## config.mk

```make
export PLATFORM = sky130hd
export DESIGN_NAME = mostra_jogadas
export DESIGN_NICKNAME = d
export VERILOG_FILES = /design/src/rtl/mostra_jogadas.sv
export SDC_FILE = /design/constraint.sdc
export NUM_CORES = 1
export LEC_CHECK = 0
export BUFFER_PORTS_ARGS = -buffer_cell sky130_fd_sc_hd__buf_2
export CAP_MARGIN = 30
export CELL_PAD_IN_SITES_DETAIL_PLACEMENT = 1
export CELL_PAD_IN_SITES_GLOBAL_PLACEMENT = 1
export CORE_MARGIN = 1.5
export CORE_UTILIZATION = 38
export CTS_CLUSTER_DIAMETER = 150
export DETAILED_ROUTE_END_ITERATION = 10
export PLACE_DENSITY_LB_ADDON = 0.3
export SLEW_MARGIN = 10
export SYNTH_ARGS = -nofsm -noshare
export SYNTH_HDL_FRONTEND = slang
export SYNTH_SLANG_ARGS = --single-unit
export TNS_END_PERCENT = 10
```

## constraint.sdc

```tcl
create_clock -name clock -period 1.9 [get_ports clock]
set_input_delay 0.095 -clock clock [delete_from_list [all_inputs] [get_ports clock]]
set_output_delay 0.095 -clock clock [all_outputs]
set_load 0.01 [all_outputs]
```

## src/rtl/mostra_jogadas.sv

```systemverilog
// mostra_jogadas
// Plays back a stored sequence of moves on the player LEDs. The moves come
// from an external synchronous 16x4 ROM. Each move is lit for T_ON cycles
// and is followed by T_OFF dark cycles. The moves shown are those at
// addresses 0 through limite.
//
// Ports
//   clock      system clock, all state changes on the rising edge
//   reset      synchronous, active-high reset
//   iniciar    start request, accepted only while idle (INICIAL)
//   limite     index of the last move to display (0..15)
//   dado       ROM read data, valid one cycle after endereco is presented
//   endereco   ROM address of the move being displayed
//   leds       move pattern (ROM data passed through while lit, else 0)
//   ocupado    high whenever the FSM is not in INICIAL
//   pronto     one-cycle pulse in FIM, after the last move has been shown
//   db_estado  FSM state code for debug displays:
//              0 INICIAL, 1 CARREGA, 2 MOSTRA, 3 APAGA, 4 PROXIMO, 5 FIM
module mostra_jogadas #(
  parameter int T_ON  = 1000,
  parameter int T_OFF = 500,
  parameter int N     = 12
) (
  input  logic       clock,
  input  logic       reset,
  input  logic       iniciar,
  input  logic [3:0] limite,
  input  logic [3:0] dado,
  output logic [3:0] endereco,
  output logic [3:0] leds,
  output logic       ocupado,
  output logic       pronto,
  output logic [3:0] db_estado
);

  typedef enum logic [3:0] {
    INICIAL = 4'd0,
    CARREGA = 4'd1,
    MOSTRA  = 4'd2,
    APAGA   = 4'd3,
    PROXIMO = 4'd4,
    FIM     = 4'd5
  } estado_t;

  // Terminal counts: the counter runs 0..T-1, so it leaves on value T-1.
  localparam logic [N-1:0] ULTIMO_ON  = N'(T_ON - 1);
  localparam logic [N-1:0] ULTIMO_OFF = N'(T_OFF - 1);
  localparam logic [N-1:0] UM         = N'(1);
  localparam logic [N-1:0] ZERO       = N'(0);

  estado_t        estado_r;
  logic [N-1:0]   contador_r;
  logic [3:0]     endereco_r;

  // State, interval counter and ROM address register.
  always_ff @(posedge clock) begin
    if (reset) begin
      estado_r   <= INICIAL;
      contador_r <= ZERO;
      endereco_r <= 4'd0;
    end else begin
      case (estado_r)
        INICIAL: begin
          contador_r <= ZERO;
          endereco_r <= 4'd0;
          if (iniciar) begin
            estado_r <= CARREGA;
          end else begin
            estado_r <= INICIAL;
          end
        end
        // Address already stable; this cycle lets the ROM produce dado.
        CARREGA: begin
          contador_r <= ZERO;
          estado_r   <= MOSTRA;
        end
        MOSTRA: begin
          if (contador_r == ULTIMO_ON) begin
            contador_r <= ZERO;
            estado_r   <= APAGA;
          end else begin
            contador_r <= contador_r + UM;
            estado_r   <= MOSTRA;
          end
        end
        APAGA: begin
          if (contador_r == ULTIMO_OFF) begin
            contador_r <= ZERO;
            estado_r   <= PROXIMO;
          end else begin
            contador_r <= contador_r + UM;
            estado_r   <= APAGA;
          end
        end
        // Comparing before incrementing keeps endereco from ever passing
        // limite, so limite=15 finishes at 15 instead of wrapping to 0.
        PROXIMO: begin
          contador_r <= ZERO;
          if (endereco_r == limite) begin
            estado_r <= FIM;
          end else begin
            endereco_r <= endereco_r + 4'd1;
            estado_r   <= CARREGA;
          end
        end
        // Always passes through INICIAL, so a held iniciar restarts the
        // sequence from there on the cycle right after FIM.
        FIM: begin
          contador_r <= ZERO;
          endereco_r <= 4'd0;
          estado_r   <= INICIAL;
        end
        default: begin
          contador_r <= ZERO;
          endereco_r <= 4'd0;
          estado_r   <= INICIAL;
        end
      endcase
    end
  end

  // Output decode from the state register; leds passes dado through
  // unmodified while a move is lit.
  always_comb begin
    leds    = 4'b0000;
    ocupado = 1'b1;
    pronto  = 1'b0;
    if (estado_r == MOSTRA) begin
      leds = dado;
    end else begin
      leds = 4'b0000;
    end
    if (estado_r == INICIAL) begin
      ocupado = 1'b0;
    end else begin
      ocupado = 1'b1;
    end
    if (estado_r == FIM) begin
      pronto = 1'b1;
    end else begin
      pronto = 1'b0;
    end
  end

  assign endereco  = endereco_r;
  assign db_estado = estado_r;

endmodule

```

==> flow_summary.rst <==
.. list-table::
   :header-rows: 1

   * - Metric
     - Value
   * - Register area
     - about 380 um^2
   * - Total chip power
     - approximately 0.69 mW
   * - Launch point of the worst reg-to-reg path
     - contador_r[0]
   * - Beginning of the critical path
     - contador_r[0]
   * - Clock share of power
     - a little under a third
   * - Overall Global Routing Usage
     - a little under a fifth
   * - Synth Area per Inst
     - 8.59 um^2
   * - Row count
     - 18
   * - Number of hold buffers added after cts
     - 0
   * - Worst hold slack
     - 0.0557 ns
   * - Leakage power of the design
     - ~0.45 nW
   * - Switching power share of the total
     - 25.5%
   * - Maximum clock skew at final layout
     - 0.00318 ns
   * - Core ar.
     - 2520 um^2
   * - DR vias/cell
     - roughly 5.6
   * - Global placer's final weighted congestion
     - about 0.8
   * - Initial core utilization
     - approximately 40%
   * - # nets final
     - around 160
   * - Critical path endpoint
     - contador_r[11]
   * - Total Neg Setup Slack
     - 0 ns
   * - Clock transition at the register clock pins on the worst setup and hold paths after CTS
     - about 0.11 ns
   * - Die width
     - 55.1 um
   * - Type of element capturing the critical path
     - flop
   * - First-pass GRT wire length
     - between 3000 and 4000 um
   * - Worst setup SP type
     - flop
   * - Power Internal
     - between 0.5 and 0.6 mW
   * - Most frequently used cell type in the post-synthesis netlist
     - sky130_fd_sc_hd__dfxtp_1
   * - Status
     - finished clean
   * - Worst endpoint data arrival time
     - between 1.5 and 2 ns
   * - Number of sinks on the clock net
     - 19
   * - Post-CTS setup buffer count
     - 0
   * - Most common library cells after synthesis
     - sky130_fd_sc_hd__dfxtp_1, sky130_fd_sc_hd__nor3_1, sky130_fd_sc_hd__nand3_1
   * - Area enclosed by the die boundary
     - around 3000 um^2
   * - DR pass1 iterations
     - 4
   * - Cells after Synth
     - 120
   * - Violation count after the first detailed-route iteration
     - 15
   * - Number of global-route vias before repair
     - 895
   * - Resize count post-CTS
     - 0
   * - Post-DRT Antenna Nets
     - 0
   * - Max Cap Violations
     - 0
   * - Cell Pwr Density
     - between 500 and 600 nW/um^2
   * - Diodes inserted
     - 0
   * - Number of I/O pins
     - 25
   * - Buffers from clock root to sink, at most
     - 2
   * - Count of distinct cell types in the synthesized netlist
     - 34
   * - Util after Layout
     - between 40% and 50%
   * - Fraction of post-synthesis cell area in the top cell type by area
     - between 30% and 40%
   * - Overflow after GRT
     - 0
   * - Asr flop ratio synth
     - 0%
   * - Proportion of power drawn by combinational gates
     - about a tenth
   * - Buffer type at the clock tree root
     - sky130_fd_sc_hd__clkbuf_4
   * - Worst supply voltage drop on vdd
     - between 300 and 400 uV
   * - Fillers
     - approximately 330
   * - Cell taking the most area after synthesis
     - sky130_fd_sc_hd__dfxtp_1
   * - Worst slack, placed
     - approximately 0.069 ns
   * - Post-synth design cell area
     - slightly above 1000 um^2
   * - R2r worst-path depth
     - 5
   * - Critical path type
     - reg2reg
   * - Vertical die dimension
     - ~55 um
   * - Post-synthesis sequential element count
     - 19
   * - Maximum number of pins on one net before global-route repair
     - 14
   * - Total number of vias
     - about 970
   * - Path type of the worst min-delay path
     - in2reg
   * - Setup violation total in the final timing report
     - 0
   * - FMAX
     - around 570 MHz
   * - EDFF count, synth
     - 0
   * - HPWL reported at the end of detailed placement
     - around 1900 um
   * - Pins over their slew limit
     - 0
   * - Synthesized net count
     - 134
   * - Total DRC errors in the routed layout
     - 0
   * - Biggest fanout along the worst timing path
     - 12
   * - Count of synthesis-stage warnings from yosys
     - 0
   * - Wirelength per Cell
     - between 10 and 15 um
   * - Number of placed instances with taps included
     - 170
   * - Sequential fraction of design power
     - between 50 and 60%
   * - Number of buffers added on ports
     - 23
   * - Clock tree from TritonCTS
     - yes
   * - Sw power
     - roughly 0.18 mW
   * - RSZ-0062 raised after global routing
     - false
   * - Post-DP Area
     - between 1000 and 1500 um^2
   * - Final critical-path setup slack
     - ~0.15 ns
   * - Area grow syn2layout
     - 16.4%
   * - Max transition margin
     - about two thirds
   * - Combined area of the multi-input logic cells
     - 614 um^2
   * - Minimum period implied by the final worst setup slack
     - roughly 1.8 ns
   * - Slack of the worst reg-to-reg path
     - 0.15 ns
   * - Share of the cycle needed by the critical path after routing
     - between 90 and 100%
   * - Worst-Skew Late Latency
     - 0.30 ns
   * - Number of antenna violations at the first check in global routing
     - 0
   * - Top FF cell, synth
     - sky130_fd_sc_hd__dfxtp_1
   * - Seq/Total Area, Yosys
     - 36.9%
   * - Deepest level of the CTS H-tree
     - 1
   * - Worst EP required
     - ~2.1 ns
   * - Cell types with the largest area share after synthesis
     - sky130_fd_sc_hd__dfxtp_1, sky130_fd_sc_hd__nor3_1, sky130_fd_sc_hd__xnor2_1, sky130_fd_sc_hd__nand3_1, sky130_fd_sc_hd__xor2_1
   * - Total clock buffers created by CTS
     - 3
   * - Post-Route WL
     - between 2000 and 3000 um
   * - Non-filler cells in the finished layout
     - between 150 and 200
   * - Final Hold Fails
     - 0
   * - Final design area excluding fillers
     - approximately 1200 um^2
   * - Capturing point of the worst reg2reg path
     - contador_r[11]
   * - Measured slew at the worst slew-check pin
     - 0.524 ns
   * - Fraction of layout cells with a size suffix above 1
     - 22.2%
-- cells in the final DEF (no fill, tap or decap), types with 2 or more instances in the layout --
cell type	instances
sky130_fd_sc_hd__dfxtp_1	19
sky130_fd_sc_hd__buf_4	2
sky130_fd_sc_hd__ha_1	3
sky130_fd_sc_hd__buf_2	23
sky130_fd_sc_hd__nand2_1	10
sky130_fd_sc_hd__nor3b_1	2
sky130_fd_sc_hd__o211ai_1	2
sky130_fd_sc_hd__nor4_1	4
sky130_fd_sc_hd__or4_1	3
sky130_fd_sc_hd__nand4_1	3
sky130_fd_sc_hd__nand3_1	11
sky130_fd_sc_hd__a31oi_1	2
sky130_fd_sc_hd__nor2_1	6
sky130_fd_sc_hd__inv_1	3
sky130_fd_sc_hd__nor3_1	14
sky130_fd_sc_hd__xor2_1	6
sky130_fd_sc_hd__xnor2_1	8
sky130_fd_sc_hd__and2_1	5
sky130_fd_sc_hd__clkbuf_4	3
-- layout make-up --
class | instances | share of cell area [%]
Multi-Input combinational cell | 93 | 51.2
Sequential cell | 19 | 31.7
Clock buffer | 4 | 2.19
Tap cell | 30 | 3.13
Inverter | 3 | 0.938
Timing Repair Buffer | 25 | 10.8
-- registers in the layout (all words and copies together), names as in the netlist --
| name | count |
|---|---|
| contador_r | 12 |
| db_estado | 3 |
| endereco | 4 |
-- worst max-delay path: stages, from the launching register on --
cell	delay, ns
sky130_fd_sc_hd__dfxtp_1	0.40
sky130_fd_sc_hd__ha_1	0.21
sky130_fd_sc_hd__nand2_1	0.08
sky130_fd_sc_hd__or4_4	0.51
sky130_fd_sc_hd__a21oi_4	0.32
sky130_fd_sc_hd__nor3_1	0.10
-- cells by family (layout without fill, tap and decap cells) --
family | count (synthesis) | after routing | share of synthesized area [%]
AO/OA/AOI/OAI | 9 | 9 | 7.16
XOR/XNOR | 14 | 14 | 11.9
adder cells (fa/ha/maj) | 3 | 3 | 3.64
buffers and inverters | 8 | 32 | 4.13
flip-flops | 19 | 19 | 36.9
other | 1 | 1 | 0.364
AND/OR/NAND/NOR | 66 | 66 | 35.9
-- power groups by stage --
stage,Clock [mW],Combinational [mW],Sequential (mW)
global route,0.234,0.0734,0.413
floorplan,0,0.0345,0.420
finish,0.212,0.0641,0.411
global placement,0,0.0614,0.420
detailed placement,0,0.0644,0.420
CTS,0.219,0.0645,0.411
-- worst min-delay path by stage --
| stage | end | cells past startpoint | slack (ns) | startpoint |
|---|---|---|---|---|
| 2_1_floorplan | endereco[2] | 1 | 0.16 | reset |
| 3_3_place_gp | endereco[3] | 2 | 0.38 | reset |
| 5_1_grt | endereco[3] | 2 | 0.07 | reset |
| 4_1_cts | endereco[3] | 2 | 0.05 | reset |
| 3_5_place_dp | endereco[3] | 2 | 0.38 | reset |
| 6_report | endereco[3] | 2 | 0.06 | reset |
-- per-layer routing --
layer	global-route usage (%)	wire length [um]
met5	0	0
met4	8.54	33
met3	2.42	114
met2	32.1	1230
met1	22.9	1150
(Power assumes the default switching activity.)
